File: src/rtl/debounce_multi.sv
// Multi-channel button conditioner: two-flop synchroniser, stability-counter
// debounce, registered rise/fall strobes and an auto-repeat press strobe.
module debounce_multi #(
  parameter int N_CH          = 4,
  parameter int STABLE_CYCLES = 50000,
  parameter int REPEAT_DELAY  = 25000000,
  parameter int REPEAT_RATE   = 5000000
) (
  input  logic            clk,
  input  logic            rst,
  input  logic            repeat_en,
  input  logic [N_CH-1:0] btn_raw,
  output logic [N_CH-1:0] btn_state,
  output logic [N_CH-1:0] rise_pulse,
  output logic [N_CH-1:0] fall_pulse,
  output logic [N_CH-1:0] press_pulse
);

  localparam int SW      = (STABLE_CYCLES > 1) ? $clog2(STABLE_CYCLES) : 1;
  localparam int REP_MAX = (REPEAT_DELAY > REPEAT_RATE) ? REPEAT_DELAY : REPEAT_RATE;
  localparam int RW      = (REP_MAX > 1) ? $clog2(REP_MAX) : 1;

  localparam logic [SW-1:0] STAB_LAST  = SW'(STABLE_CYCLES - 1);
  localparam logic [RW-1:0] DELAY_LAST = RW'(REPEAT_DELAY - 1);
  localparam logic [RW-1:0] RATE_LAST  = RW'(REPEAT_RATE - 1);

  typedef enum logic [1:0] {
    REP_IDLE,
    REP_WAIT,
    REP_RUN
  } rep_state_e;

  logic [N_CH-1:0] sync0;
  logic [N_CH-1:0] sync1;

  always_ff @(posedge clk or posedge rst) begin
    if (rst) begin
      sync0 <= '0;
      sync1 <= '0;
    end else begin
      sync0 <= btn_raw;
      sync1 <= sync0;
    end
  end

  for (genvar i = 0; i < N_CH; i++) begin : g_ch
    logic          state_q;
    logic          rise_q;
    logic          fall_q;
    logic          press_q;
    logic [SW-1:0] stab_cnt;
    logic          mismatch;
    logic          toggle;
    logic          rise_tog;
    logic          fall_tog;

    rep_state_e    rep_state;
    rep_state_e    rep_state_nx;
    logic [RW-1:0] rep_cnt;
    logic [RW-1:0] rep_cnt_nx;
    logic          rep_strobe;

    // A toggle needs STABLE_CYCLES strictly consecutive disagreeing samples.
    assign mismatch = (sync1[i] != state_q);
    assign toggle   = mismatch && (stab_cnt == STAB_LAST);
    assign rise_tog = toggle && !state_q;
    assign fall_tog = toggle && state_q;

    always_ff @(posedge clk or posedge rst) begin
      if (rst) begin
        stab_cnt <= '0;
        state_q  <= 1'b0;
        rise_q   <= 1'b0;
        fall_q   <= 1'b0;
        press_q  <= 1'b0;
      end else begin
        if (!mismatch || toggle) begin
          stab_cnt <= '0;
        end else begin
          stab_cnt <= stab_cnt + 1'b1;
        end
        if (toggle) begin
          state_q <= ~state_q;
        end
        rise_q  <= rise_tog;
        fall_q  <= fall_tog;
        press_q <= rise_tog | rep_strobe;
      end
    end

    always_ff @(posedge clk or posedge rst) begin
      if (rst) begin
        rep_state <= REP_IDLE;
        rep_cnt   <= '0;
      end else begin
        rep_state <= rep_state_nx;
        rep_cnt   <= rep_cnt_nx;
      end
    end

    // Release or losing the enable wins over a strobe due on the same edge.
    always_comb begin
      rep_state_nx = rep_state;
      rep_cnt_nx   = rep_cnt;
      rep_strobe   = 1'b0;
      case (rep_state)
        REP_IDLE: begin
          rep_cnt_nx = '0;
          if (rise_tog && repeat_en) begin
            rep_state_nx = REP_WAIT;
          end
        end
        REP_WAIT: begin
          if (!repeat_en || fall_tog || !state_q) begin
            rep_state_nx = REP_IDLE;
            rep_cnt_nx   = '0;
          end else if (rep_cnt == DELAY_LAST) begin
            rep_strobe   = 1'b1;
            rep_cnt_nx   = '0;
            rep_state_nx = REP_RUN;
          end else begin
            rep_cnt_nx = rep_cnt + 1'b1;
          end
        end
        REP_RUN: begin
          if (!repeat_en || fall_tog || !state_q) begin
            rep_state_nx = REP_IDLE;
            rep_cnt_nx   = '0;
          end else if (rep_cnt == RATE_LAST) begin
            rep_strobe = 1'b1;
            rep_cnt_nx = '0;
          end else begin
            rep_cnt_nx = rep_cnt + 1'b1;
          end
        end
        default: begin
          rep_state_nx = REP_IDLE;
          rep_cnt_nx   = '0;
        end
      endcase
    end

    assign btn_state[i]   = state_q;
    assign rise_pulse[i]  = rise_q;
    assign fall_pulse[i]  = fall_q;
    assign press_pulse[i] = press_q;
  end

endmodule

File: config.mk
export PLATFORM = sky130hd
export DESIGN_NAME = debounce_multi
export DESIGN_NICKNAME = d
export VERILOG_FILES = /design/src/rtl/debounce_multi.sv
export SDC_FILE = /design/constraint.sdc
export NUM_CORES = 1
export LEC_CHECK = 0
export CORE_ASPECT_RATIO = 0.75
export CORE_MARGIN = 3
export CORE_UTILIZATION = 35
export CTS_CLUSTER_SIZE = 20
export DETAILED_ROUTE_END_ITERATION = 8
export PLACE_DENSITY = 0.63
export REMOVE_ABC_BUFFERS = 1
export SYNTH_ARGS = -nofsm -noshare
export SYNTH_HDL_FRONTEND = slang
export SYNTH_SLANG_ARGS = --single-unit
export TNS_END_PERCENT = 50
File: constraint.sdc
create_clock -name clk -period 6.35 [get_ports clk]
set_input_delay 0.9525 -clock clk [delete_from_list [all_inputs] [get_ports clk]]
set_output_delay 0.9525 -clock clk [all_outputs]
set_load 0.01 [all_outputs]
# ---- After elaboration in Yosys (flattened, before gate mapping)
# Index checks and enable logic that the tools add are counted.
dict set report op_classes {
  bitwise_logic 8
  n_addsub 8
  reduce_logical 45
  muxes 64
  eq_ne 36
}
# op count
set ops {}
lappend ops {{2-to-1 mux 25 bit} 16}
lappend ops {{case mux 25 bit (2 select lines)} 4}
lappend ops {{adder 25 x 1 -> 25 bit (second input constant)} 4}
lappend ops {{== test 25 x 23 -> 1 bit (second input constant)} 4}
lappend ops {{== test 25 bit (second input constant)} 4}
lappend ops {{adder 16 x 1 -> 16 bit (second input constant)} 4}
lappend ops {{== test 16 bit (second input constant)} 4}
lappend ops {{2-to-1 mux 16 bit} 4}
lappend ops {{2-to-1 mux 2 bit} 16}
lappend ops {{case mux 2 bit (3 select lines)} 4}
lappend ops {{logical AND 1 bit} 16}
lappend ops {{2-to-1 mux 1 bit} 16}
lappend ops {{inequality test 2 bit (second input constant)} 8}
lappend ops {{logical OR 1 bit} 12}
lappend ops {{inequality test 3 bit (second input constant)} 4}
lappend ops {{AND reduction 3 bit} 4}
lappend ops {{zero test 1 bit} 9}
lappend ops {{== test 2 x 1 -> 1 bit (second input constant)} 4}
lappend ops {{== test 2 bit (second input constant)} 4}
lappend ops {{zero test 2 bit} 4}
lappend ops {{case mux 1 bit (2 select lines)} 4}
lappend ops {{inequality test 1 bit} 4}
lappend ops {{inverter 1 bit} 4}
lappend ops {{bitwise OR 1 bit} 4}
dict set report word_totals {
  word_cells 191
  inputBits 7
  out_inout_bits 16
  ff_bits 196
}

# ---- Logic depth before layout (Yosys ltp)
# Gate-level depths: netlist of the first run.
dict set report logic_depth {
  depth_word 8
  mapped_depth 9
}

# ---- Worst setup path before layout of the first run
# OpenSTA, ideal clock, no wires.
dict set report synth_path {
  path_kind {flip-flop to flip-flop}
  startpoint {register g_ch[3].stab_cnt[11]}
  endpoint {register g_ch[3].rep_state[0]}
  required_ns 6.225
  stages_incl_launch_ff 8
  synth_period_minus_slack_ns 2.281
  arrival_ns 2.156
  path_slack_ns 4.069
  cell_sequence {dfrtp_1 -> or4bb_1 -> or4_1 -> buf_2 -> o211a_1 -> inv_1 -> o21ai_2 -> mux2_4}
}
dict set report synth_between {
  elab_chain_len 7
  elab_cells_between_ends 13
}
# item line_no
set synth_rtl {}
lappend synth_rtl {{from (decl)} 51} ;# logic [SW-1:0] stab_cnt;
lappend synth_rtl {{from (signal assigned)} 80} ;# stab_cnt <= stab_cnt + 1'b1;
lappend synth_rtl {{== test 16 bit (*)} 65} ;# assign toggle = mismatch && (stab_cnt == STAB_LAST);
lappend synth_rtl {{logical AND 1 bit (*)} 65}
lappend synth_rtl {{logical AND 1 bit} 67} ;# assign fall_tog = toggle && state_q;
lappend synth_rtl {{logical OR 1 bit (2 in a row)} {114, 126}}
lappend synth_rtl {{inequality test 3 bit (no source line), or another cell as far along} -}
lappend synth_rtl {{AND reduction 3 bit (no source line) / case mux 2 bit (3 select lines) (equally long branches)} -}
lappend synth_rtl {{to (signal assigned)} 96} ;# rep_state <= rep_state_nx;
lappend synth_rtl {{to (decl)} 57} ;# rep_state_e rep_state;
# Every way passes the cells marked *; elsewhere a longest branch is shown, timed or not.
# A chain may end at the register's enable or synchronous reset.

# ---- Worst setup path after layout of the first run
dict set report layout_path {
  startpoint {input port repeat_en}
  endpoint {register g_ch[3].rep_state[0]}
}
dict set report layout_between {
  elab_chain_len 5
  elab_cells_between_ends 10
}
# item line_no
set layout_rtl {}
lappend layout_rtl {{from (decl)} 11} ;# input logic repeat_en,
lappend layout_rtl {{zero test 1 bit} {114, 126}}
lappend layout_rtl {{logical OR 1 bit (2 in a row)} {114, 126}}
lappend layout_rtl {{inequality test 3 bit (no source line), or another cell as far along} -}
lappend layout_rtl {{AND reduction 3 bit (no source line) / case mux 2 bit (3 select lines) (equally long branches)} -}
# Parallel ways exist; a longest one is shown, timed or not.

==> metrics.yaml, run 1 <==
antenna_found_initial: 0
row_count: 51
placed_cells: 1312
vias_per_cell: 4.92
netSwitchingFraction: 0.210
syn2layout_area_growth_pct: 10.9
drc_errors: 0
core-area_um2: 26500
drt_iter0_markers: 387
crit_fanout: 13
slew-limit-headroom: 0.423
cts_buffers: 17
holdBufCountCts: 0
synthTopCellsByArea: "dfrtp_1 51%, xor2_1 8.3%, nor2_1 7.9%"
p_leak_nw: 4.36
fmax_ghz: 0.380
initial_core_util: 0.364
vias: 6616
fin_nets: 1014
io_buffer_count: 22
slowest_delay_ns: 0.90
die_height_um: 150
tns_ns: 0
cp-end-kind: "flip-flop"
synth_edf_count: 0
p_per_area_nw_per_um2: 225
arrival_ns: 2.95
async_reset_ff_frac: 1.00
ir_drop_mv: 0.177
cts_resized: 0
die_area_um2: 29600
clock_latency_ns: 0.43
clk_pin_slew_ns: 0.07
yosys.area.top_type_share: 0.508
seqPwrFrac: 0.526
cp_num_cells: 5
wl_um: 17500
yosys.area.top_type: "dfrtp_1"
dr.pass1.iters: 4
synth-main-ff-cell: "dfrtp_1"
ys_seq_area_frac: 0.508
ant_nets: 0
maxCapViolCount: 0
criticalPathCategory: "in2reg"
netlist_instances: 979
critPathSlowestCell: "clkdlybuf4s50_1"
syn-cell-area_um2: 9660
grt_pass1_vias: 6219
status: "completed"
gp_congestion: 0.812
rsz0062_at_grt: "false"
fin_cells: 1344
ys_warn_count: 0
clockPowerShare: 0.454
grt_use_total: 0.125
cp_cell_sequence: "clkdlybuf4s50_1 > a31oi_1 > or3_2 > o21ai_2 > mux2_4"
place_hpwl_um: 11800
synth_area_per_cell_um2: 9.87
cts_tree: "yes"
period_share: 0.414
tightest_slew_ns: 0.866
grt_max_degree: 71
cts.sinks: 196
root_buffer: "clkbuf_16"
ys_types: 56
hp-class: "reg2reg"
p_total_mw: 2.41
setup_viol: 0
p_int_mw: 1.90
io_pins: 23
fin_crit_ns: 2.63
gr-total-overflow: 0
wl_per_cell_um: 13.0
post_cts_buffers: 0
drive_gt1_frac: 0.0480
crit_buf_inv: 1
cp-start-kind: "input pin"
reg2regPathDepth: 6
maxSlewViolCount: 0
clock_path_buffers: 2
p_comb_frac: 0.020
fp.dieW_um: 198
finalHoldViolCount: 0
switchingPower_uw: 506
ff2ff_setup_slack_ns: 3.75
ys_seq_elements: 196
cp.required_ns: 6.67
min_path_cells: 0
fin_skew_ns: 0.00711
grt_pass1_wl_um: 30300
htree_levels: 4
antenna_cells: 0
critPathTopFamily: "buffers and inverters"
routing by layer:
layer / GRT usage / wire length (um) / part of all wire
met1: 0.191 / 9500 / 0.54
met2: 0.170 / 7210 / 0.41
met3: 0.0306 / 578 / 0.033
met4: 0.0400 / 211 / 0.012
met5: 0 / 0 / 0
placed cells by master, fill, tap and decap left out, types with 5 or more instances in the layout:
cell type / count
nor2_1: 202
dfrtp_1: 196
xor2_1: 91
nand2_1: 74
xnor2_1: 61
nand3_1: 58
nand4_1: 38
inv_1: 29
and3_1: 28
nor3_1: 23
clkdlybuf4s50_1: 22
ha_1: 20
clkbuf_16: 17
nor4_1: 12
and4_1: 11
a21oi_1: 8
nor4b_1: 7
o21ai_0: 6
or4bb_1: 6
nand2b_1: 6
o211a_1: 5
clkbuf_8: 5
synth_stat cells, drive strengths merged, types with 11 or more instances:
cell type  instances
and3              28
and4              11
buf               24
clkbuf            11
dfrtp            196
ha                20
inv               30
nand2             74
nand3             58
nand4             38
nor2             202
nor3              23
nor4              12
xnor2             61
xor2              91
per-stage QoR:
step,setup slack (ns),hold WS (ns),util,area (um^2)
final,3.72,0.352,0.403,10700
after global routing,3.59,0.358,0.403,10700
after detailed placement,3.29,0.344,0.381,10100
after floorplan,0.0569,0.331,-,9430
after global placement,3.29,0.335,0.381,10100
after CTS,3.76,0.353,0.403,10700
layout make-up:
| cell class | instances | area, um^2 |
|---|---|---|
| Fill cell | 2585 | 15800 |
| Sequential cell | 196 | 4900 |
| Multi-Input combinational cell | 718 | 4420 |
| Clock buffer | 25 | 505 |
| Tap cell | 344 | 430 |
| Timing Repair Buffer | 24 | 235 |
| Inverter | 30 | 120 |
| Clock inverter | 7 | 95.1 |
worst register-to-register path, stage by stage, from the launching register on:
cell and delay [ns]:
dfrtp_1 0.43, or4bb_1 0.56, or4_4 0.58, o211a_1 0.26, nand2_1 0.11, a21o_2 0.40, nor2_1 0.12
registers in the layout (all words and copies together), names as in the netlist:
name,count
g_ch.rep_cnt,100
g_ch.stab_cnt,64
g_ch.rep_state,8
g_ch.fall_q,4
g_ch.press_q,4
g_ch.rise_q,4
g_ch.state_q,4
sync0,4
sync1,4
power by group through the flow:
stage          registers [mW]  logic [mW]  clock network (mW)
2_1_floorplan            1.29      0.0320                   0
3_3_place_gp             1.29      0.0504                   0
3_5_place_dp             1.29      0.0510                   0
4_1_cts                  1.27      0.0512                1.13
5_1_grt                  1.27      0.0571                1.18
6_report                 1.27      0.0477                1.09
cells by family after synthesis:
family	Yosys count	synth area share
DFF	196	0.508
muxes	5	0.00596
adders and majority gates	20	0.0259
xor gates and xnor gates	152	0.138
buffers and inverters	65	0.0348
and+or+nand+nor	498	0.255
AOI/OAI and AO/OA	43	0.0325
path summary, 6_finish.rpt:
path | endpoint | startpoint
setup / recovery | g_ch[3].rep_state[0]$_DFFE_PP0P_ | repeat_en
hold / removal | sync1[3]$_DFF_PP0_ | sync0[3]$_DFF_PP0_
setup reg to reg | g_ch[0].rep_cnt[9]$_DFF_PP0_ | g_ch[0].stab_cnt[12]$_DFF_PP0_
hold reg to reg | sync1[3]$_DFF_PP0_ | sync0[3]$_DFF_PP0_
max in group asynchronous | g_ch[3].stab_cnt[7]$_DFF_PP0_ | rst
min in group asynchronous | g_ch[1].rep_cnt[4]$_DFF_PP0_ | rst
Power figures use the tool's default switching activity.
==> run 2, diff against run 1 <==
- PLACE_DENSITY: 0.63 -> 0.61
- clock period: 6.35 -> 2.75 ns (I/O delays scaled with it)
==> metrics.yaml, run 2 (synthesized netlist as in run 1, its figures left out) <==
netSwitchingFraction: 0.225
grt_pass1_wl_um: 31100
p_comb_frac: 0.022
period_share: 0.908
finalHoldViolCount: 0
ant_nets: 0
cts_buffers: 17
top_register: "g_ch.rep_cnt"
grt_use_total: 0.126
rsz0062_at_grt: "false"
grt_max_degree: 62
setup_viol: 0
io_pins: 23
dr.pass1.iters: 4
tightest_slew_ns: 0.571
clk_pin_slew_ns: 0.07
largest_reg_flops: 100
fin_crit_ns: 2.50
antenna_found_initial: 0
clock_latency_ns: 0.43
cp-end-kind: "flip-flop"
grt_pass1_vias: 6419
cts_tree: "yes"
critPathSlowestCell: "or4_1"
fin_cells: 1350
cts.sinks: 196
gp_congestion: 0.769
maxCapViolCount: 0
final_cell_mix: "202 x nor2_1, 196 x dfrtp_1, 91 x xor2_1"
dpl-instance-area_um2: 10200
maxSlewViolCount: 0
fmax_ghz: 0.400
root_buffer: "clkbuf_16"
arrival_ns: 2.81
ir_drop_mv: 0.400
p_int_mw: 4.14
wl_per_cell_um: 12.9
drc_errors: 0
largest_registers: "g_ch.rep_cnt (100), g_ch.stab_cnt (64), g_ch.rep_state (8)"
cp_cell_sequence: "or4b_1 > or4_1 > o211a_1 > nand2_1 > a21o_4 > nor2_1"
htree_levels: 4
slew-limit-headroom: 0.616
hp-class: "reg2reg"
stdcell_area_um2: 10800
io_buffer_count: 22
die_area_um2: 29600
antenna_cells: 0
p_per_area_nw_per_um2: 497
core-area_um2: 26500
status: "completed"
initial_core_util: 0.364
syn2layout_area_growth_pct: 11.3
post_cts_buffers: 0
drt_iter0_markers: 377
postLayoutCoreUtil: 0.405
layout_commonest_cell: "nor2_1"
cts_resized: 0
die_height_um: 150
switchingPower_mw: 1.20
cp-start-kind: "flip-flop"
holdBufCountCts: 0
hold_ws_ns: 0.349
clockPowerShare: 0.431
p_leak_nw: 4.39
wl_um: 17400
fin_nets: 1020
vias: 6560
slowest_delay_ns: 0.68
clock_path_buffers: 2
fin_skew_ns: 0.00960
placed_cells: 1318
row_count: 51
vias_per_cell: 4.86
place_hpwl_um: 11700
seqPwrFrac: 0.547
gr-total-overflow: 0
fp.dieW_um: 198
cp.required_ns: 3.06
drive_gt1_frac: 0.0547
crit_fanout: 25
criticalPathCategory: "reg2reg"
-- run 2: changes by cell type in the layout (fill, tap and decap cells not counted), sizes merged --
cell / before / now
clkinvlp: 1 / 2
bufinv: 2 / 0
buf: 2 / 8
inv: 30 / 32
clkinv: 4 / 7
clkbuf: 25 / 21
-- run 2: worst paths after layout --
kind / from / slack, ns / cells past startpoint / to
worst max-delay path: g_ch[3].stab_cnt[7]$_DFF_PP0_ / 0.25 / 6 / g_ch[3].rep_cnt[23]$_DFF_PP0_
worst min-delay path: sync0[2]$_DFF_PP0_ / 0.35 / 0 / sync1[2]$_DFF_PP0_
worst max register to register: g_ch[3].stab_cnt[7]$_DFF_PP0_ / 0.25 / 6 / g_ch[3].rep_cnt[23]$_DFF_PP0_
worst min register to register: sync0[2]$_DFF_PP0_ / 0.35 / 0 / sync1[2]$_DFF_PP0_
max in group asynchronous: rst / 1.56 / 3 / g_ch[3].stab_cnt[12]$_DFF_PP0_
min in group asynchronous: rst / 0.42 / 2 / g_ch[0].rep_cnt[4]$_DFF_PP0_
-- run 2: stage by stage --
step                      power, mW  TNS [ns]  setup WS [ns]
after floorplan                3.05   -588.61          -3.00
after global placement         3.10         0          0.300
after detailed placement       3.10         0          0.259
after CTS                      5.43         0          0.244
after global routing           5.57         0          0.102
final                          5.34         0          0.252
-- run 2: per-layer routing --
layer / GRT usage / wire length, um / up-vias
li1: - / - / 3335
met4: 0.0255 / 102 / 0
met3: 0.0324 / 495 / 10
met5: 0 / 0 / -
met1: 0.195 / 9790 / 3159
met2: 0.176 / 7020 / 56
-- run 2: area by class of cell --
cell class / instances / area, um^2
clock buffers: 21 / 460
clock inverters: 11 / 78.8
flip-flops and latches: 196 / 4900
inverters: 30 / 120
multi-input cells: 718 / 4420
well taps: 344 / 430
fillers: 2621 / 15800
repair buffers: 30 / 343
-- run 2: critical path: cells and delay by family, from the launching register on --
kind	cells	cell delay, ns
AOI/OAI and AO/OA	2	0.55
DFF	1	0.43
and+or+nand+nor	4	1.40
-- run 2: power groups by stage --
| stage | combinational, mW | sequential [mW] | clock (mW) |
|---|---|---|---|
| after floorplan | 0.0738 | 2.97 | 0 |
| after global placement | 0.126 | 2.98 | 0 |
| after detailed placement | 0.126 | 2.98 | 0 |
| after CTS | 0.127 | 2.92 | 2.38 |
| after global routing | 0.141 | 2.92 | 2.50 |
| final | 0.119 | 2.92 | 2.30 |
==> run 3, diff against run 2 <==
- CORE_UTILIZATION: 35 -> 39
- PLACE_DENSITY: 0.61 -> 0.65
- SETUP_SLACK_MARGIN: default -> 0.15
- SLEW_MARGIN: default -> 20
==> metrics.yaml, run 3 (synthesized netlist as in run 1, its figures left out) <==
status: "completed"
arrival_ns: 2.71
antenna_found_initial: 0
core-area_um2: 24200
ir_drop_mv: 0.397
top_register: "g_ch.rep_cnt"
io_buffer_count: 22
largest_registers: "g_ch.rep_cnt (100), g_ch.stab_cnt (64), g_ch.rep_state (8)"
drc_errors: 0
syn2layout_area_growth_pct: 11.6
hp-class: "reg2reg"
io_pins: 23
fin_crit_ns: 2.40
criticalPathCategory: "reg2reg"
dpl-instance-area_um2: 10200
maxSlewViolCount: 0
cts_resized: 0
tightest_slew_ns: 0.620
cp-end-kind: "flip-flop"
antenna_cells: 0
gp_congestion: 0.816
vias: 6657
final_cell_mix: "202 x nor2_1, 196 x dfrtp_1, 91 x xor2_1"
vias_per_cell: 4.99
fin_skew_ns: 0.00929
maxCapViolCount: 0
period_share: 0.873
ant_nets: 0
setup_viol: 0
hold_ws_ns: 0.353
wl_um: 17300
dr.pass1.iters: 7
root_buffer: "clkbuf_16"
clk_pin_slew_ns: 0.07
placed_cells: 1305
grt_pass1_vias: 6436
crit_fanout: 8
cp-start-kind: "flip-flop"
wl_per_cell_um: 12.9
grt_pass1_wl_um: 30200
stdcell_area_um2: 10800
cts_tree: "yes"
finalHoldViolCount: 0
die_area_um2: 26700
slew-limit-headroom: 0.583
fmax_ghz: 0.416
drive_gt1_frac: 0.0548
p_per_area_nw_per_um2: 513
die_height_um: 142
fin_nets: 1020
rsz0062_at_grt: "false"
drt_iter0_markers: 359
place_hpwl_um: 11700
cts_buffers: 17
gr-total-overflow: 0
grt_use_total: 0.135
layout_commonest_cell: "nor2_1"
post_cts_buffers: 0
cp.required_ns: 3.06
grt_max_degree: 81
largest_reg_flops: 100
cts.sinks: 196
p_leak_nw: 4.40
row_count: 49
initial_core_util: 0.400
fp.dieW_um: 188
clock_latency_ns: 0.42
clock_path_buffers: 2
holdBufCountCts: 0
fin_cells: 1335
n_fill_cell: 2294
htree_levels: 4
-- run 3: cell types whose count changed in the layout (fill, tap and decap cells not counted), moves of 2 or more --
cell	change
inv_6	-2
clkinv_2	+2
bufinv_16	+3
clkinv_4	-2
-- run 3: layer usage --
metal  track usage  vias to the layer above  share of wire  wire, um
li1              -                     3327              -         -
met3        0.0340                       12          0.038       663
met1         0.203                     3219           0.54      9340
met5             0                        -              0         0
met2         0.194                       99           0.41      7130
met4        0.0363                        0         0.0082       142
-- run 3: metrics by stage --
stage / TNS [ns] / power [mW] / util / setup WS (ns)
finish: 0 / 5.53 / 0.446 / 0.349
global route: 0 / 5.74 / 0.446 / 0.221
CTS: 0 / 5.62 / 0.446 / 0.207
detailed placement: 0 / 3.11 / 0.422 / 0.221
global placement: 0 / 3.10 / 0.422 / 0.279
floorplan: -588.61 / 3.05 / - / -3.00
-- run 3: cell type report --
class,instances,area [um^2],area share
Sequential cell,196,4900,0.455
Multi-Input combinational cell,718,4430,0.411
Clock buffer,19,443,0.0411
Tap cell,331,414,0.0384
Timing Repair Buffer,30,330,0.0307
Clock inverter,11,136,0.0127
Inverter,30,120,0.0111
-- run 3: report_power, final --
part	internal, mW	switching, mW	total (mW)	leakage [nW]
Combinational	0.0350	0.0877	0.123	1.41
Sequential	2.90	0.0216	2.92	2.71
Clock	1.44	1.04	2.48	0.288
Total	4.37	1.15	5.53	4.40
-- run 3: worst paths after layout --
check	from	end	slack [ns]	cells past startpoint
hold / removal	sync0[0]$_DFF_PP0_	sync1[0]$_DFF_PP0_	0.35	0
setup / recovery	g_ch[3].stab_cnt[11]$_DFF_PP0_	g_ch[3].rep_state[0]$_DFFE_PP0P_	0.35	6
setup reg to reg	g_ch[3].stab_cnt[11]$_DFF_PP0_	g_ch[3].rep_state[0]$_DFFE_PP0P_	0.35	6
hold reg to reg	sync0[0]$_DFF_PP0_	sync1[0]$_DFF_PP0_	0.35	0
min in group asynchronous	rst	g_ch[0].stab_cnt[12]$_DFF_PP0_	0.45	2
max in group asynchronous	rst	g_ch[0].rep_cnt[11]$_DFF_PP0_	1.65	3
-- run 3: critical path, stage by stage, from the launching register on --
cell	delay (ns)
dfrtp_1	0.43
or4bb_1	0.49
or4_4	0.60
nor3_1	0.23
or3_2	0.18
o21ai_2	0.06
mux2_4	0.29
